[config.mk]
export PLATFORM = sky130hd
export DESIGN_NAME = coin_input_conditioner
export DESIGN_NICKNAME = d
export VERILOG_FILES = /design/src/rtl/coin_input_conditioner.sv
export SDC_FILE = /design/constraint.sdc
export NUM_CORES = 1
export LEC_CHECK = 0
export CORE_MARGIN = 1
export CORE_UTILIZATION = 57
export DETAILED_ROUTE_END_ITERATION = 8
export PLACE_DENSITY = 0.86
export SETUP_SLACK_MARGIN = 0.02
export SLEW_MARGIN = 20
export SYNTH_ARGS = -nofsm -noshare
export SYNTH_HDL_FRONTEND = slang
export SYNTH_SLANG_ARGS = --single-unit
[constraint.sdc]
create_clock -name Clock -period 3.8 [get_ports Clock]
set_input_delay 0.38 -clock Clock [delete_from_list [all_inputs] [get_ports Clock]]
set_output_delay 0.38 -clock Clock [all_outputs]
set_load 0.02 [all_outputs]
[src/rtl/coin_input_conditioner.sv]
// Coin-slot front end: 2-flop sync, per-channel debounce FSM, priority arbiter, busy reject.
// Define COIN_TOTAL_EN to build the saturating credit accumulator on Total.
module coin_input_conditioner #(
  parameter int unsigned DEB_CYCLES = 500000,
  parameter int unsigned CNT_W      = 20
) (
  input  logic       Clock,
  input  logic       Reset_n,
  input  logic       Coin_1_raw,
  input  logic       Coin_5_raw,
  input  logic       Coin_return_raw,
  input  logic       Busy,
  output logic       Coin_1,
  output logic       Coin_5,
  output logic       Coin_return,
  output logic       Coin_reject,
  output logic       Overrun,
  output logic [7:0] Total
);

  typedef enum logic [1:0] {StLow, StRise, StHigh, StFall} deb_state_e;

  localparam logic [CNT_W-1:0] CntLast = CNT_W'(DEB_CYCLES - 1);
  localparam logic [CNT_W-1:0] CntOne  = CNT_W'(1);

  // Channel index: 0 = 1-yuan, 1 = 5-yuan, 2 = return.
  logic [2:0] raw;
  logic [2:0] sync1_q;
  logic [2:0] s;

  assign raw = {Coin_return_raw, Coin_5_raw, Coin_1_raw};

  always_ff @(posedge Clock or negedge Reset_n) begin
    if (!Reset_n) begin
      sync1_q <= '0;
      s       <= '0;
    end else begin
      sync1_q <= raw;
      s       <= sync1_q;
    end
  end

  deb_state_e       state_q [3];
  logic [CNT_W-1:0] cnt_q   [3];
  logic [CNT_W-1:0] cnt_inc [3];
  logic [2:0]       event_q;

  always_comb begin
    for (int i = 0; i < 3; i++) begin
      cnt_inc[i] = cnt_q[i] + CntOne;
    end
  end

  // The event is raised on the edge that enters HIGH, so it lands in the arbiter next cycle.
  always_ff @(posedge Clock or negedge Reset_n) begin
    if (!Reset_n) begin
      for (int i = 0; i < 3; i++) begin
        state_q[i] <= StLow;
        cnt_q[i]   <= '0;
      end
      event_q <= '0;
    end else begin
      event_q <= '0;
      for (int i = 0; i < 3; i++) begin
        case (state_q[i])
          StLow: begin
            if (s[i]) begin
              state_q[i] <= StRise;
              cnt_q[i]   <= '0;
            end
          end
          StRise: begin
            if (!s[i]) begin
              state_q[i] <= StLow;
              cnt_q[i]   <= '0;
            end else if (cnt_inc[i] == CntLast) begin
              state_q[i] <= StHigh;
              cnt_q[i]   <= '0;
              event_q[i] <= 1'b1;
            end else begin
              cnt_q[i] <= cnt_inc[i];
            end
          end
          StHigh: begin
            if (!s[i]) begin
              state_q[i] <= StFall;
              cnt_q[i]   <= '0;
            end
          end
          StFall: begin
            if (s[i]) begin
              state_q[i] <= StHigh;
              cnt_q[i]   <= '0;
            end else if (cnt_inc[i] == CntLast) begin
              state_q[i] <= StLow;
              cnt_q[i]   <= '0;
            end else begin
              cnt_q[i] <= cnt_inc[i];
            end
          end
          default: begin
            state_q[i] <= StLow;
            cnt_q[i]   <= '0;
          end
        endcase
      end
    end
  end

  logic [2:0] pend_q;
  logic [2:0] pend_d;
  logic [2:0] eff;
  logic [2:0] serve;
  logic       overrun_d;

  // A fresh event competes in the same cycle it arrives; only unserved leftovers wait.
  always_comb begin
    eff      = pend_q | event_q;
    serve    = '0;
    serve[2] = eff[2];
    serve[1] = eff[1] & ~eff[2];
    serve[0] = eff[0] & ~eff[1] & ~eff[2];
    for (int i = 0; i < 3; i++) begin
      pend_d[i] = serve[i] ? (pend_q[i] & event_q[i]) : eff[i];
    end
    overrun_d = |(pend_q & event_q & ~serve);
  end

  always_ff @(posedge Clock or negedge Reset_n) begin
    if (!Reset_n) begin
      pend_q      <= '0;
      Coin_1      <= 1'b0;
      Coin_5      <= 1'b0;
      Coin_return <= 1'b0;
      Coin_reject <= 1'b0;
      Overrun     <= 1'b0;
    end else begin
      pend_q      <= pend_d;
      Coin_1      <= serve[0] & ~Busy;
      Coin_5      <= serve[1] & ~Busy;
      Coin_return <= serve[2];
      Coin_reject <= (serve[0] | serve[1]) & Busy;
      Overrun     <= overrun_d;
    end
  end

`ifdef COIN_TOTAL_EN
  logic [8:0] sum;

  always_comb begin
    sum = {1'b0, Total} + (Coin_5 ? 9'd5 : (Coin_1 ? 9'd1 : 9'd0));
  end

  always_ff @(posedge Clock or negedge Reset_n) begin
    if (!Reset_n) begin
      Total <= 8'd0;
    end else if (Coin_return) begin
      Total <= 8'd0;
    end else if (Coin_1 || Coin_5) begin
      Total <= sum[8] ? 8'hff : sum[7:0];
    end
  end
`else
  assign Total = 8'd0;
`endif

endmodule

==> results.py <==
metrics = {
    "grt": {
        "grt_pass1_wl_mm": 18.2,
        "grt_util_all_layers_pct": 25.6,
        "grt_start_max_net_pins": 84,
        "grt_overflow_total": 0,
        "grt_antenna_before_repair": 0,
        "grt_pass1_vias": 4061,
    },
    "logic_synthesis": {
        "synth_top_cells_by_area": "dfrtp_1 (41%), nand2_1 (5.4%), nand3_1 (5.2%)",
        "async_flop_share_pct": 100,
        "ys_ff_latch": 83,
        "synth_edf_count": 0,
        "ys_warn_count": 0,
        "synth.distinct_cells": 65,
        "yosys_most_used_dff": "dfrtp_1",
        "yosysTopAreaCell": "dfrtp_1",
        "post-synth-top-area-fraction_pct": 41.4,
        "syn_area_um2": 5020,
        "syn_avg_cell_area_um2": 8.71,
        "seq_area_frac_synth_pct": 41.4,
        "synthCells": 576,
    },
    "layout": {
        "final_cell_mix": "dfrtp_1 (83), nand2_1 (72), nand3_1 (52)",
        "seq_area_um2": 2080,
        "layout.cells.most_common": "dfrtp_1",
        "drive_gt1_share_pct": 6.07,
        "nFillCells": 682,
        "postLayoutCoreUtil_pct": 63.7,
        "area_growth_pct": 6.36,
        "multi_input_comb_area_um2": 2710,
        "fin_nets": 585,
        "antennaDiodeCount": 0,
    },
    "cts": {
        "postCtsSetupRepairBufs": 0,
        "cts_resized": 0,
        "cts_sinks": 83,
        "clkLatencyLatePin_ns": 0.36,
        "htreeDepth": 3,
        "clk_pin_slew_ns": 0.09,
        "cts-root-buf": "clkbuf_8",
        "numCtsBuffers": 9,
        "cts_tree": "done",
        "cts.path.max_buffers": 2,
        "hold_buffers": 0,
    },
    "flow_run": {
        "drv_cap": 0,
    },
    "power_and_ir_drop": {
        "clockPowerShare_pct": 42.5,
        "power.share.combinational_pct": 5.2,
        "p_sw_mw": 0.437,
        "powerDensity_nw_per_um2": 325,
        "internal_power_mw": 1.30,
        "vdd_ir_drop_max_mv": 0.208,
        "swShare_pct": 25.2,
        "seqPwrFrac_pct": 52.3,
        "power_mw": 1.73,
        "power_leakage_nw": 2.22,
    },
    "sta": {
        "max_freq_mhz": 305,
        "drv_slew": 0,
        "rsz0062_at_grt": "false",
        "worst_slew_pin_slew_ns": 0.890,
        "finalHoldViolCount": 0,
        "skew_ns": 0.00912,
        "fin_ws_ns": 0.519,
        "fin_crit_sh_pct": 86.3,
        "slew_headroom_pct": 40.5,
        "whs_ns": 0.0442,
        "fin_setup_tns_ns": 0,
        "finalCriticalPeriod_ns": 3.28,
        "setup_viol": 0,
    },
    "floorplanning": {
        "core_um2": 8380,
        "initial_core_util_pct": 59.9,
        "num_rows": 33,
        "die_h_um": 95.8,
        "dieArea_um2": 9190,
        "io_pins": 19,
        "die_x_um": 95.8,
    },
    "setup_path": {
        "r2r-end": "cnt_q[27]$_DFFE_PN0P_",
        "cp-end-kind": "register",
        "crit_required_ns": 4.01,
        "rr_worst_depth": 8,
        "criticalPathCategory": "register to register",
        "reg2reg_from": "cnt_q[23]$_DFFE_PN0P_",
        "arrival_ns": 3.50,
        "cp-start-kind": "register",
        "reg2reg_slack_ns": 0.52,
        "cp_max_fo": 21,
    },
    "routing": {
        "vias": 4386,
        "drt-initial-drc-count": 340,
        "drc_errors": 0,
        "viasPerCell": 6.43,
        "wl_mm": 11.0,
        "drtPass1Iterations": 6,
        "drtAntennaViolNets": 0,
        "wl_per_cell_um": 16.2,
    },
    "placed_design": {
        "post-place-ws_ns": 0.653,
        "portBuffers": 10,
        "gp_congestion": 0.923,
        "hpwl_mm": 7.44,
    },
    "run_status": {
        "status": "finished clean",
    },
    "worst_hold_path": {
        "hp-class": "primary input to async pin",
    },
}
## metrics by stage
| step | cell area (um^2) | instances |
|---|---|---|
| final | 5340 | 682 |
| after global routing | 5340 | 682 |
| after CTS | 5340 | 682 |
| after detailed placement | 5100 | 666 |
| after global placement | 5100 | 666 |
| after floorplan | 5050 | 583 |
## flip-flops by register name (all words and copies together) (netlist names), 3 cells and up, named ones only
register and flops:
sync1_q 3, state_q 3, event_q 3, s 3, cnt_q 60, pend_q 3
## layout make-up
class | instances | area share, %
clock buffer | 9 | 2.32
clock inverter | 7 | 1.99
inverter | 17 | 1.20
multi-input combinational | 448 | 50.8
sequential | 83 | 38.9
tap | 105 | 2.46
timing repair buffer | 13 | 2.32
## metal layers
metal	up-vias	wire length (um)	global-route usage, %
met5	-	0	0
met3	24	743	6.71
met2	187	5380	42.0
met1	2101	4690	31.8
li1	2074	-	-
met4	0	197	11.4
## power by group through the flow
| stage | clock (mW) | sequential [mW] | combinational, mW |
|---|---|---|---|
| after floorplan | 0 | 0.920 | 0.0622 |
| after global routing | 0.786 | 0.909 | 0.104 |
| final | 0.736 | 0.907 | 0.0908 |
| after global placement | 0 | 0.923 | 0.0877 |
| after CTS | 0.750 | 0.907 | 0.0914 |
| after detailed placement | 0 | 0.924 | 0.0907 |
## worst max path at each step
stage	startpoint	endpoint	slack [ns]	depth (start not counted)
floorplan	cnt_q[20]$_DFFE_PN0P_	register	1.15	8
global placement	cnt_q[20]$_DFFE_PN0P_	cnt_q[23]$_DFFE_PN0P_	0.74	9
detailed placement	cnt_q[20]$_DFFE_PN0P_	cnt_q[23]$_DFFE_PN0P_	0.65	9
CTS	cnt_q[20]$_DFFE_PN0P_	cnt_q[27]$_DFFE_PN0P_	0.59	9
global route	cnt_q[20]$_DFFE_PN0P_	cnt_q[27]$_DFFE_PN0P_	0.37	9
finish	cnt_q[23]$_DFFE_PN0P_	cnt_q[27]$_DFFE_PN0P_	0.52	8
## synth_stat cells (12+ instances only)
cell / instances
nor3_1: 22
nor2_1: 26
clkbuf_1: 15
buf_4: 12
xnor2_1: 12
nand3_1: 52
nand4_1: 16
inv_1: 17
or3_1: 20
o21ai_0: 35
nand2b_1: 14
nand2_1: 72
a21oi_1: 22
dfrtp_1: 83
## kinds of logic (layout without fill, tap and decap cells)
family	after synthesis	in the layout	share of synthesized area, %
buffers and inverters	52	46	5.11
AOI/OAI and AO/OA	114	114	14.9
muxes	8	8	1.69
DFF	83	83	41.4
and+or+nand+nor	289	289	31.2
adders and majority gates	9	9	2.14
xor gates and xnor gates	20	20	3.49
other	1	8	0.0747
## critical path, cell delays in order, from the launching register on
cell	delay (ns)
dfrtp_1	0.49
nand3_1	0.16
nor3_1	0.52
mux2i_1	0.28
a32oi_1	0.08
or4_4	0.46
o31ai_4	0.73
o21ai_0	0.23
o2bb2ai_1	0.18
(Power assumes the default switching activity.)
